[config.mk]
export PLATFORM = sky130hd
export DESIGN_NAME = uart_tx
export DESIGN_NICKNAME = d
export VERILOG_FILES = /design/src/rtl/uart_tx.sv
export SDC_FILE = /design/constraint.sdc
export NUM_CORES = 1
export LEC_CHECK = 0
export CORE_MARGIN = 2
export CORE_UTILIZATION = 56
export CTS_BUF_LIST = sky130_fd_sc_hd__clkbuf_8
export CTS_CLUSTER_DIAMETER = 200
export DETAILED_ROUTE_END_ITERATION = 8
export GPL_TIMING_DRIVEN = 0
export PLACE_DENSITY_LB_ADDON = 0.2
export SKIP_LAST_GASP = 1
export SYNTH_ARGS = -nofsm -noshare
export SYNTH_HDL_FRONTEND = slang
export SYNTH_SLANG_ARGS = --single-unit
[constraint.sdc]
create_clock -name clk_i -period 2.25 [get_ports clk_i]
set_input_delay 0.225 -clock clk_i [delete_from_list [all_inputs] [get_ports clk_i]]
set_output_delay 0.225 -clock clk_i [all_outputs]
set_load 0.005 [all_outputs]
[src/rtl/uart_tx.sv]
// UART transmitter: start bit, DATA_BITS data bits LSB first, optional parity, 1-2 stop bits.
// Bit timing comes from an external strobe at 16x the bit rate.
module uart_tx #(
  parameter int unsigned DATA_BITS  = 8,
  parameter int unsigned PARITY_EN  = 0,
  parameter int unsigned PARITY_ODD = 0,
  parameter int unsigned STOP_BITS  = 1
) (
  input  logic                 clk_i,
  input  logic                 rst_i,
  input  logic                 baud_tick_i,
  input  logic                 tx_start_i,
  input  logic [DATA_BITS-1:0] tx_data_i,
  output logic                 tx_o,
  output logic                 tx_busy_o,
  output logic                 tx_done_o
);

  typedef enum logic [2:0] {
    StIdle   = 3'd0,
    StStart  = 3'd1,
    StData   = 3'd2,
    StParity = 3'd3,
    StStop   = 3'd4
  } state_e;

  localparam logic [2:0] LastData = 3'(DATA_BITS - 1);
  localparam logic [2:0] LastStop = 3'(STOP_BITS - 1);
  localparam logic       ParOdd   = (PARITY_ODD != 0);
  localparam logic       ParEn    = (PARITY_EN != 0);

  state_e               state_q, state_d;
  logic [3:0]           tick_q, tick_d;
  logic [2:0]           bit_q, bit_d;
  logic [DATA_BITS-1:0] shift_q, shift_d;
  logic                 parity_q, parity_d;
  logic                 tx_q, tx_d;
  logic                 busy_q, busy_d;
  logic                 done_q, done_d;
  logic                 bit_end;

  assign bit_end = baud_tick_i && (tick_q == 4'd15);

  always_comb begin
    state_d  = state_q;
    tick_d   = tick_q;
    bit_d    = bit_q;
    shift_d  = shift_q;
    parity_d = parity_q;
    tx_d     = tx_q;
    busy_d   = busy_q;
    done_d   = 1'b0;

    if (state_q != StIdle && baud_tick_i) begin
      tick_d = tick_q + 4'd1;
    end

    // tx_d is the level for the next bit; it only moves on bit_end so the line never glitches.
    case (state_q)
      StIdle: begin
        tx_d   = 1'b1;
        busy_d = 1'b0;
        if (tx_start_i) begin
          shift_d  = tx_data_i;
          parity_d = (^tx_data_i) ^ ParOdd;
          tick_d   = 4'd0;
          bit_d    = 3'd0;
          state_d  = StStart;
          tx_d     = 1'b0;
          busy_d   = 1'b1;
        end
      end
      StStart: begin
        if (bit_end) begin
          state_d = StData;
          tx_d    = shift_q[0];
        end
      end
      StData: begin
        if (bit_end) begin
          if (bit_q == LastData) begin
            bit_d = 3'd0;
            if (ParEn) begin
              state_d = StParity;
              tx_d    = parity_q;
            end else begin
              state_d = StStop;
              tx_d    = 1'b1;
            end
          end else begin
            bit_d   = bit_q + 3'd1;
            shift_d = shift_q >> 1;
            tx_d    = shift_d[0];
          end
        end
      end
      StParity: begin
        if (bit_end) begin
          state_d = StStop;
          tx_d    = 1'b1;
        end
      end
      StStop: begin
        if (bit_end) begin
          if (bit_q == LastStop) begin
            state_d = StIdle;
            busy_d  = 1'b0;
            done_d  = 1'b1;
          end else begin
            bit_d = bit_q + 3'd1;
          end
        end
      end
      default: begin
        state_d = StIdle;
        tx_d    = 1'b1;
        busy_d  = 1'b0;
      end
    endcase
  end

  always_ff @(posedge clk_i) begin
    if (rst_i) begin
      state_q  <= StIdle;
      tick_q   <= 4'd0;
      bit_q    <= 3'd0;
      shift_q  <= '0;
      parity_q <= 1'b0;
      tx_q     <= 1'b1;
      busy_q   <= 1'b0;
      done_q   <= 1'b0;
    end else begin
      state_q  <= state_d;
      tick_q   <= tick_d;
      bit_q    <= bit_d;
      shift_q  <= shift_d;
      parity_q <= parity_d;
      tx_q     <= tx_d;
      busy_q   <= busy_d;
      done_q   <= done_d;
    end
  end

  assign tx_o      = tx_q;
  assign tx_busy_o = busy_q;
  assign tx_done_o = done_q;

endmodule

# [Word-level counts from Yosys, hierarchy flattened]
# Cells that the tools add are included.
[totals] ff_bits=21 elab_cells=73 output_inout_bits=3
[op_classes] reduce_logical=14 bitwise_logic=3 muxes=32 eq_ne=15 n_addsub=2
[op_table] cell="3-bit 2-to-1 mux" count=12
[op_table] cell="8-bit 2-to-1 mux" count=3
[op_table] cell="2-bit != test (second input constant)" count=9
[op_table] cell="8-bit case mux with 2 select lines" count=1
[op_table] cell="3-bit case mux with 5 select lines" count=1
[op_table] cell="4-bit 2-to-1 mux" count=3
[op_table] cell="1-bit 2-to-1 mux" count=9
[op_table] cell="3-bit case mux with 3 select lines" count=1
[op_table] cell="4-bit AND reduction" count=2
[op_table] cell="7-bit AND reduction" count=1
[op_table] cell="3-bit by 2-bit equality test with 1-bit output (second input constant)" count=2
[op_table] cell="3-bit equality test (second input constant)" count=2
[op_table] cell="3-bit zero test" count=2
[op_table] cell="3-bit nonzero test" count=2
[op_table] cell="3-bit OR reduction" count=2
[op_table] cell="1-bit case mux with 5 select lines" count=1
[op_table] cell="5-bit AND reduction" count=1
[op_table] cell="4-bit by 1-bit adder with 4-bit output (second input constant)" count=1
[op_table] cell="4-bit equality test (second input constant)" count=1
[op_table] cell="3-bit by 1-bit adder with 3-bit output (second input constant)" count=1
[op_table] cell="3-bit by 1-bit equality test with 1-bit output (second input constant)" count=1
[op_table] cell="1-bit NOT" count=3
[op_table] cell="1-bit case mux with 3 select lines" count=1
[op_table] cell="3-bit AND reduction" count=1
[op_table] cell="2 further kinds" count=3

# [Logic depth before layout (Yosys ltp)]
# Gate-level depths: netlist (run 1).
[depth] ltp_word=5 depth_mapped=7 ltp_nobuf=6

# [Worst setup path before layout (run 1)]
# No wires, ideal clock.
[synth_timing] kind="flip-flop to flip-flop" start="register tick_q[0]" end="register bit_q[0]" period_less_slack_ps=1605 path_buffers=0 setup_time_ps=123 t_arrival_ps=1482 path_stages_with_launch=6 required_time_ps=2127 slack_ps=645 cell_sequence="dfxtp_1 -> ha_1 -> nand4_2 -> nor4_2 -> a221oi_2 -> mux2_1"
[synth_between] elab_chain_len=4 word_cells_on_any_way=5 classes_between="eq/ne: 3; reduce/logical: 2"
[synth_lines] element="from (decl)" line_no="33" text="logic [3:0] tick_q, tick_d;"
[synth_lines] element="from (signal assigned)" line_no="134" text="tick_q <= tick_d;"
[synth_lines] element="4-bit equality test *" line_no="42" text="assign bit_end = baud_tick_i && (tick_q == 4'd15);"
[synth_lines] element="1-bit logical AND *" line_no="42"
[synth_lines] element="2-bit != test (no line)"
[synth_lines] element="5-bit AND reduction (no line) *"
[synth_lines] element="to (signal assigned)" line_no="135" text="bit_q <= bit_d;"
[synth_lines] element="to (decl)" line_no="34" text="logic [2:0] bit_q, bit_d;"
# Mark *: on every way between the ends. The rest lies on a longest branch, timed or not.
# A chain may end at the register's enable or synchronous reset.

# [Worst setup path after layout (run 1)]
[layout_timing] start="register tick_q[0]" end="register shift_q[6]"
[layout_between] elab_chain_len=4
[layout_lines] element="4-bit equality test" line_no="42"
[layout_lines] element="1-bit logical AND" line_no="42"
[layout_lines] element="2-bit != test (no line)"
[layout_lines] element="4-bit AND reduction (no line)"
[layout_lines] element="to (signal assigned)" line_no="136" text="shift_q <= shift_d;"
[layout_lines] element="to (decl)" line_no="35" text="logic [DATA_BITS-1:0] shift_q, shift_d;"
# No other way between the ends.

==> results of run 1 <==
[registers in the layout (all words and copies together) (netlist names)]
| signal | cells |
|---|---|
| tx_o | 1 |
| state_q | 3 |
| bit_q | 3 |
| tx_busy_o | 1 |
| shift_q | 8 |
| tx_done_o | 1 |
| tick_q | 4 |
[area by class of cell]
type / instances / area share, %
plain buffers: 8 / 3.49
clock buffers: 3 / 2.95
clock inverters: 1 / 0.268
inverters: 3 / 0.804
multi-input cells: 100 / 50.0
flip-flops and latches: 21 / 30.0
well taps: 27 / 2.41
repair buffers: 14 / 10.0
[layout by cell type (no fill, tap or decap), drive strengths merged, types with 2 or more instances in the layout]
master,count
nand4,2
nor3b,2
nor3,3
buf,3
a311oi,7
mux2i,10
nand2,4
inv,4
nor2,20
clkdlybuf4s50,14
a211oi,2
ha,4
a21boi,3
and2,2
nor2b,3
a21oi,13
clkbuf,8
nand2b,3
dfxtp,21
o21ai,4
[power groups by stage]
stage	logic, mW	clock network, mW	registers, mW
floorplan	0.0628	0	0.405
global placement	0.101	0	0.407
detailed placement	0.103	0	0.408
CTS	0.104	0.248	0.399
global route	0.113	0.265	0.401
finish	0.104	0.244	0.400
[kinds of logic (layout without fill, tap and decap cells)]
family / after synthesis / in the layout / synth area share (%)
AND/OR/NAND/NOR: 46 / 46 / 21.5
AO/OA/AOI/OAI: 37 / 37 / 22.7
flip-flops: 21 / 21 / 35.6
multiplexers: 11 / 11 / 9.43
buffers and inverters: 11 / 29 / 5.08
adder cells (fa/ha/maj): 4 / 4 / 4.24
XOR/XNOR: 2 / 2 / 1.48
[per-stage QoR]
step / area [um2] / std cells / setup WS [ns]
finish: 1400 / 177 / 0.419
global route: 1400 / 177 / 0.258
detailed placement: 1360 / 173 / 0.193
global placement: 1360 / 173 / 0.238
CTS: 1400 / 177 / 0.438
floorplan: 1180 / 132 / 0.645
[path summary, 6_finish.rpt]
check                 start          to  slack [ns]
setup / recovery  tick_q[0]  shift_q[6]        0.42
hold / removal    tx_busy_o   tx_busy_o        0.48
setup reg to reg  tick_q[0]  shift_q[6]        0.42
hold reg to reg   tx_busy_o   tx_busy_o        0.48
[worst max-delay path: stages, from the launching register on]
cell	delay [ns]
dfxtp_1	0.37
ha_1	0.22
nand4_2	0.30
o21bai_4	0.32
buf_6	0.17
a21oi_1	0.07
a311oi_1	0.27
[routing by layer]
metal  vias to the layer above  routed length [um]
met5                         -                   0
met4                         0                  46
met3                         5                  85
met2                        21                1140
met1                       501                1230
li1                        524                   -
==> run_results.csv, run 1 <==
group,metric,value,unit
timing,slew_violations,0,
global_route,busiest_layer,"met2",
clocking,clkLatencyLatePin,0.26,ns
setup_path,cp_data_required_time,2.41,ns
global_route,use_met2,35.3,%
timing,period_share,81.4,%
clocking,cts_hold_buf,0,
final_layout,num_antenna_cells,0,
clocking,clockBufferDepth,2,
route,avgViaCountPerCell,5.94,
power_and_ir_drop,p_sw,184,uW
route,drtAntennaViolNets,0,
power_and_ir_drop,p_int,564,uW
global_route,grt_pass1_wl,4150,um
yosys,synthTopCellsByCount,"dfxtp_1 (21), nor2_1 (19), a21oi_1 (13)",
power_and_ir_drop,power_density,534,nW/um2
yosys,synth_top_area_share,35.6,%
timing,grt_setup_unrepaired,"no",
final_layout,area_growth_syn_to_layout,18.5,%
clocking,htreeDepth,1,
global_route,overflow,0,
hold_path,holdPathStages,2,
final_layout,final_util,70.6,%
timing,fmax,0.546,GHz
setup_path,path_class,"reg2reg",
clocking,clkSinkCount,21,
final_layout,ff_latch_area,420,um2
timing,skew,0.00185,ns
power_and_ir_drop,power.total,748,uW
yosys,synth_top_area_cell,"dfxtp_1",
clocking,cts-resized-gates,0,
timing,hold_viol,0,
floorplanning,initial_core_util,59.6,%
timing,holdWs,0.478,ns
timing,finalSetupViolCount,0,
setup_path,ff2ff_path_depth,6,
final_layout,n_fill_cell,145,
global_route,use_met3,3.94,%
route,vias,1051,
final_layout,multiInputGateArea,701,um2
yosys,ys_warn_count,0,
power_and_ir_drop,switching_share,24.6,%
clocking,cts_tree,"built",
power_and_ir_drop,peakVddDrop,0.000381,V
hold_path,hold_class,"reg2reg",
yosys,synth.area.top_cells,"dfxtp_1 (36%), mux2i_1 (8.5%), nor2_1 (6.0%), a21oi_1 (5.5%), a311oi_1 (5.2%)",
route,post_drt_wl_per_cell,14.1,um
placement,hpwl,1760,um
clocking,post_cts_buffers,0,
setup_path,end_kind,"flop",
yosys,synth-edff-count,0,
yosys,ys_seq_elements,21,
yosys,syn_inst,132,
setup_path,cp.arrival,2.00,ns
yosys,syn-num-nets,148,
global_route,grt_usage,21.9,%
yosys,syn_avg_cell_area,8.95,um2
floorplanning,core_area,1980,um2
timing,fin_setup_tns,0,ns
floorplanning,die_area,2490,um2
global_route,grt_pass1_vias,975,
global_route,grt_max_degree,12,
floorplanning,ios,15,
floorplanning,die_w,49.9,um
yosys,synth.distinct_cells,40,
timing,fin_crit,1.83,ns
power_and_ir_drop,clock_power_share,32.6,%
global_route,met1_usage,27.7,%
route,drtIter0Drc,34,
placement,port_buffers,14,
outcome,status,"completed",
yosys,synthArstFlopShare,0,%
yosys,synth_top_flop_cell,"dfxtp_1",
setup_path,cp_max_fo,10,
power_and_ir_drop,pwr-share-comb,14.0,%
final_layout,fin_nets,167,
setup_path,critPathLaunchType,"flop",
route,wl,2500,um
power_and_ir_drop,leakage,0.523,nW
run,maxCapViolCount,0,
clocking,path_clk_slew,0.07,ns
final_layout,drive_gt1_share,8.67,%
floorplanning,rows,16,
route,drt_pass1_iterations,4,
placement,routabilityCongestion,0.939,
clocking,cts_buffers,3,
floorplanning,die_y,49.9,um
route,post-route-drc-count,0,
yosys,synth.most_common_cell,"dfxtp_1",
global_route,grt_antenna_before_repair,0,
power_and_ir_drop,seqPwrFrac,53.4,%
yosys,yosysSeqAreaShare,35.6,%
yosys,synth.cell_area,1180,um2
clocking,root_buffer,"clkbuf_8",
timing,worst_pin_slew,0.482,ns
timing,slew_headroom,67.8,%
(Power assumes the default switching activity.)
==> run 2: changes to the inputs <==
- clock period: 2.25 -> 1.8 ns (I/O delays scaled with it)
==> run_results.csv, run 2 (synthesis results as in run 1) <==
group,metric,value,unit
run,maxCapViolCount,0,
global_route,overflow,0,
global_route,grt_max_degree,12,
floorplanning,initial_core_util,59.6,%
setup_path,cp_data_required_time,1.95,ns
timing,worst_pin_slew,0.491,ns
power_and_ir_drop,leakage,0.538,nW
setup_path,ff2ff_path_depth,5,
timing,grt_setup_unrepaired,"no",
hold_path,holdPathStages,2,
timing,slew_headroom,67.3,%
setup_path,cp.arrival,1.85,ns
clocking,path_clk_slew,0.08,ns
setup_path,end_kind,"flop",
clocking,clkLatencyLatePin,0.26,ns
hold_path,hold_class,"reg2reg",
placement,port_buffers,14,
final_layout,largest_reg_flops,8,
timing,skew,0.00296,ns
floorplanning,die_area,2490,um2
global_route,grt_antenna_before_repair,0,
clocking,clkSinkCount,21,
route,wl,2570,um
clocking,cts_buffers,3,
global_route,grt_pass1_wl,4160,um
final_layout,fin_nets,169,
final_layout,num_antenna_cells,0,
hold_path,hold_end,"tx_busy_o",
timing,finalSetupViolCount,0,
clocking,htreeDepth,1,
outcome,status,"completed",
timing,holdWs,0.480,ns
final_layout,area_growth_syn_to_layout,23.3,%
global_route,grt_usage,21.8,%
timing,fmax,0.589,GHz
route,post-route-drc-count,0,
placement,hpwl,1760,um
floorplanning,ios,15,
timing,period_share,94.3,%
setup_path,reg2reg_setup_slack,0.10,ns
clocking,cts_tree,"built",
floorplanning,die_w,49.9,um
timing,fin_crit,1.70,ns
floorplanning,die_y,49.9,um
final_layout,top_register,"shift_q",
power_and_ir_drop,peakVddDrop,0.000560,V
floorplanning,rows,16,
clocking,root_buffer,"clkbuf_8",
route,vias,1045,
placement,routabilityCongestion,0.939,
hold_path,hp-start,"tx_busy_o",
setup_path,reg2reg_from,"state_q[0]",
final_layout,final_common_cell,"dfxtp_1",
setup_path,cp_max_fo,10,
route,post_drt_wl_per_cell,14.4,um
setup_path,critPathLaunchType,"flop",
clocking,cts_hold_buf,0,
final_layout,largestRegisters,"shift_q x8, tick_q x4",
power_and_ir_drop,power.total,947,uW
setup_path,path_class,"reg2reg",
power_and_ir_drop,power_density,650,nW/um2
route,drt_pass1_iterations,4,
final_layout,final_cell_mix,"dfxtp_1 (21), nor2_1 (19), clkdlybuf4s50_1 (14)",
clocking,clockBufferDepth,2,
setup_path,r2r-end,"bit_q[0]",
final_layout,drive_gt1_share,11.8,%
timing,hold_viol,0,
global_route,grt_pass1_vias,980,
route,drtIter0Drc,26,
timing,slew_violations,0,
route,drtAntennaViolNets,0,
floorplanning,core_area,1980,um2
route,avgViaCountPerCell,5.84,
run 2: worst max-delay path: stages (launching register included):
cell,delay [ns]
dfxtp_1,0.48
nor2_4,0.12
and2_1,0.18
buf_6,0.15
a221oi_4,0.30
mux2_1,0.35
run 2: worst max-delay path by stage:
stage | from | to | slack, ns | depth (start not counted)
floorplan | tick_q[0] | bit_q[0] | 0.20 | 5
global placement | tx_start_i | shift_q[6] | -0.17 | 6
detailed placement | baud_tick_i | bit_q[0] | -0.21 | 5
CTS | bit_q[1] | bit_q[0] | 0.04 | 6
global route | state_q[0] | bit_q[0] | 0.004 | 5
finish | state_q[0] | bit_q[0] | 0.10 | 5
run 2: where the power goes:
group          internal (mW)  switching [mW]  leakage [nW]
clock                  0.152           0.156        0.0269
combinational         0.0723          0.0660         0.339
sequential             0.485          0.0154         0.172
total                  0.709           0.237         0.538
run 2: repair_timing:
item / in CTS / in global routing
endpoints found under the setup margin: 2 / 3
pin swaps: 0 / 4
buffers inserted: 0 / 2
resized for setup: 1 / 6
run 2: final cells by class:
cell class	instances	area, um2
Multi-Input combinational cell	100	742
Fill cell	131	526
Sequential cell	21	420
Timing Repair Buffer	16	155
Buffer	8	48.8
Clock buffer	3	41.3
Tap cell	27	33.8
Inverter	3	11.3
Clock inverter	1	3.75
run 2: per-layer routing:
layer	global-route usage, %	wire length [um]	vias to the layer above
li1	-	-	525
met1	27.7	1220	486
met2	35.6	1190	30
met3	3.94	125	4
met4	10.2	34	0
met5	0	0	-
run 2: per-stage QoR:
stage	utilization, %	cell area (um2)	std cells	setup WS (ns)	setup TNS, ns
finish	73.5	1460	179	0.103	0
global route	73.5	1460	179	0.00407	0
CTS	71.1	1410	177	0.0429	0
detailed placement	68.4	1360	173	-0.212	-1.07
global placement	68.4	1360	173	-0.167	-0.712
floorplan	-	1180	132	0.195	0
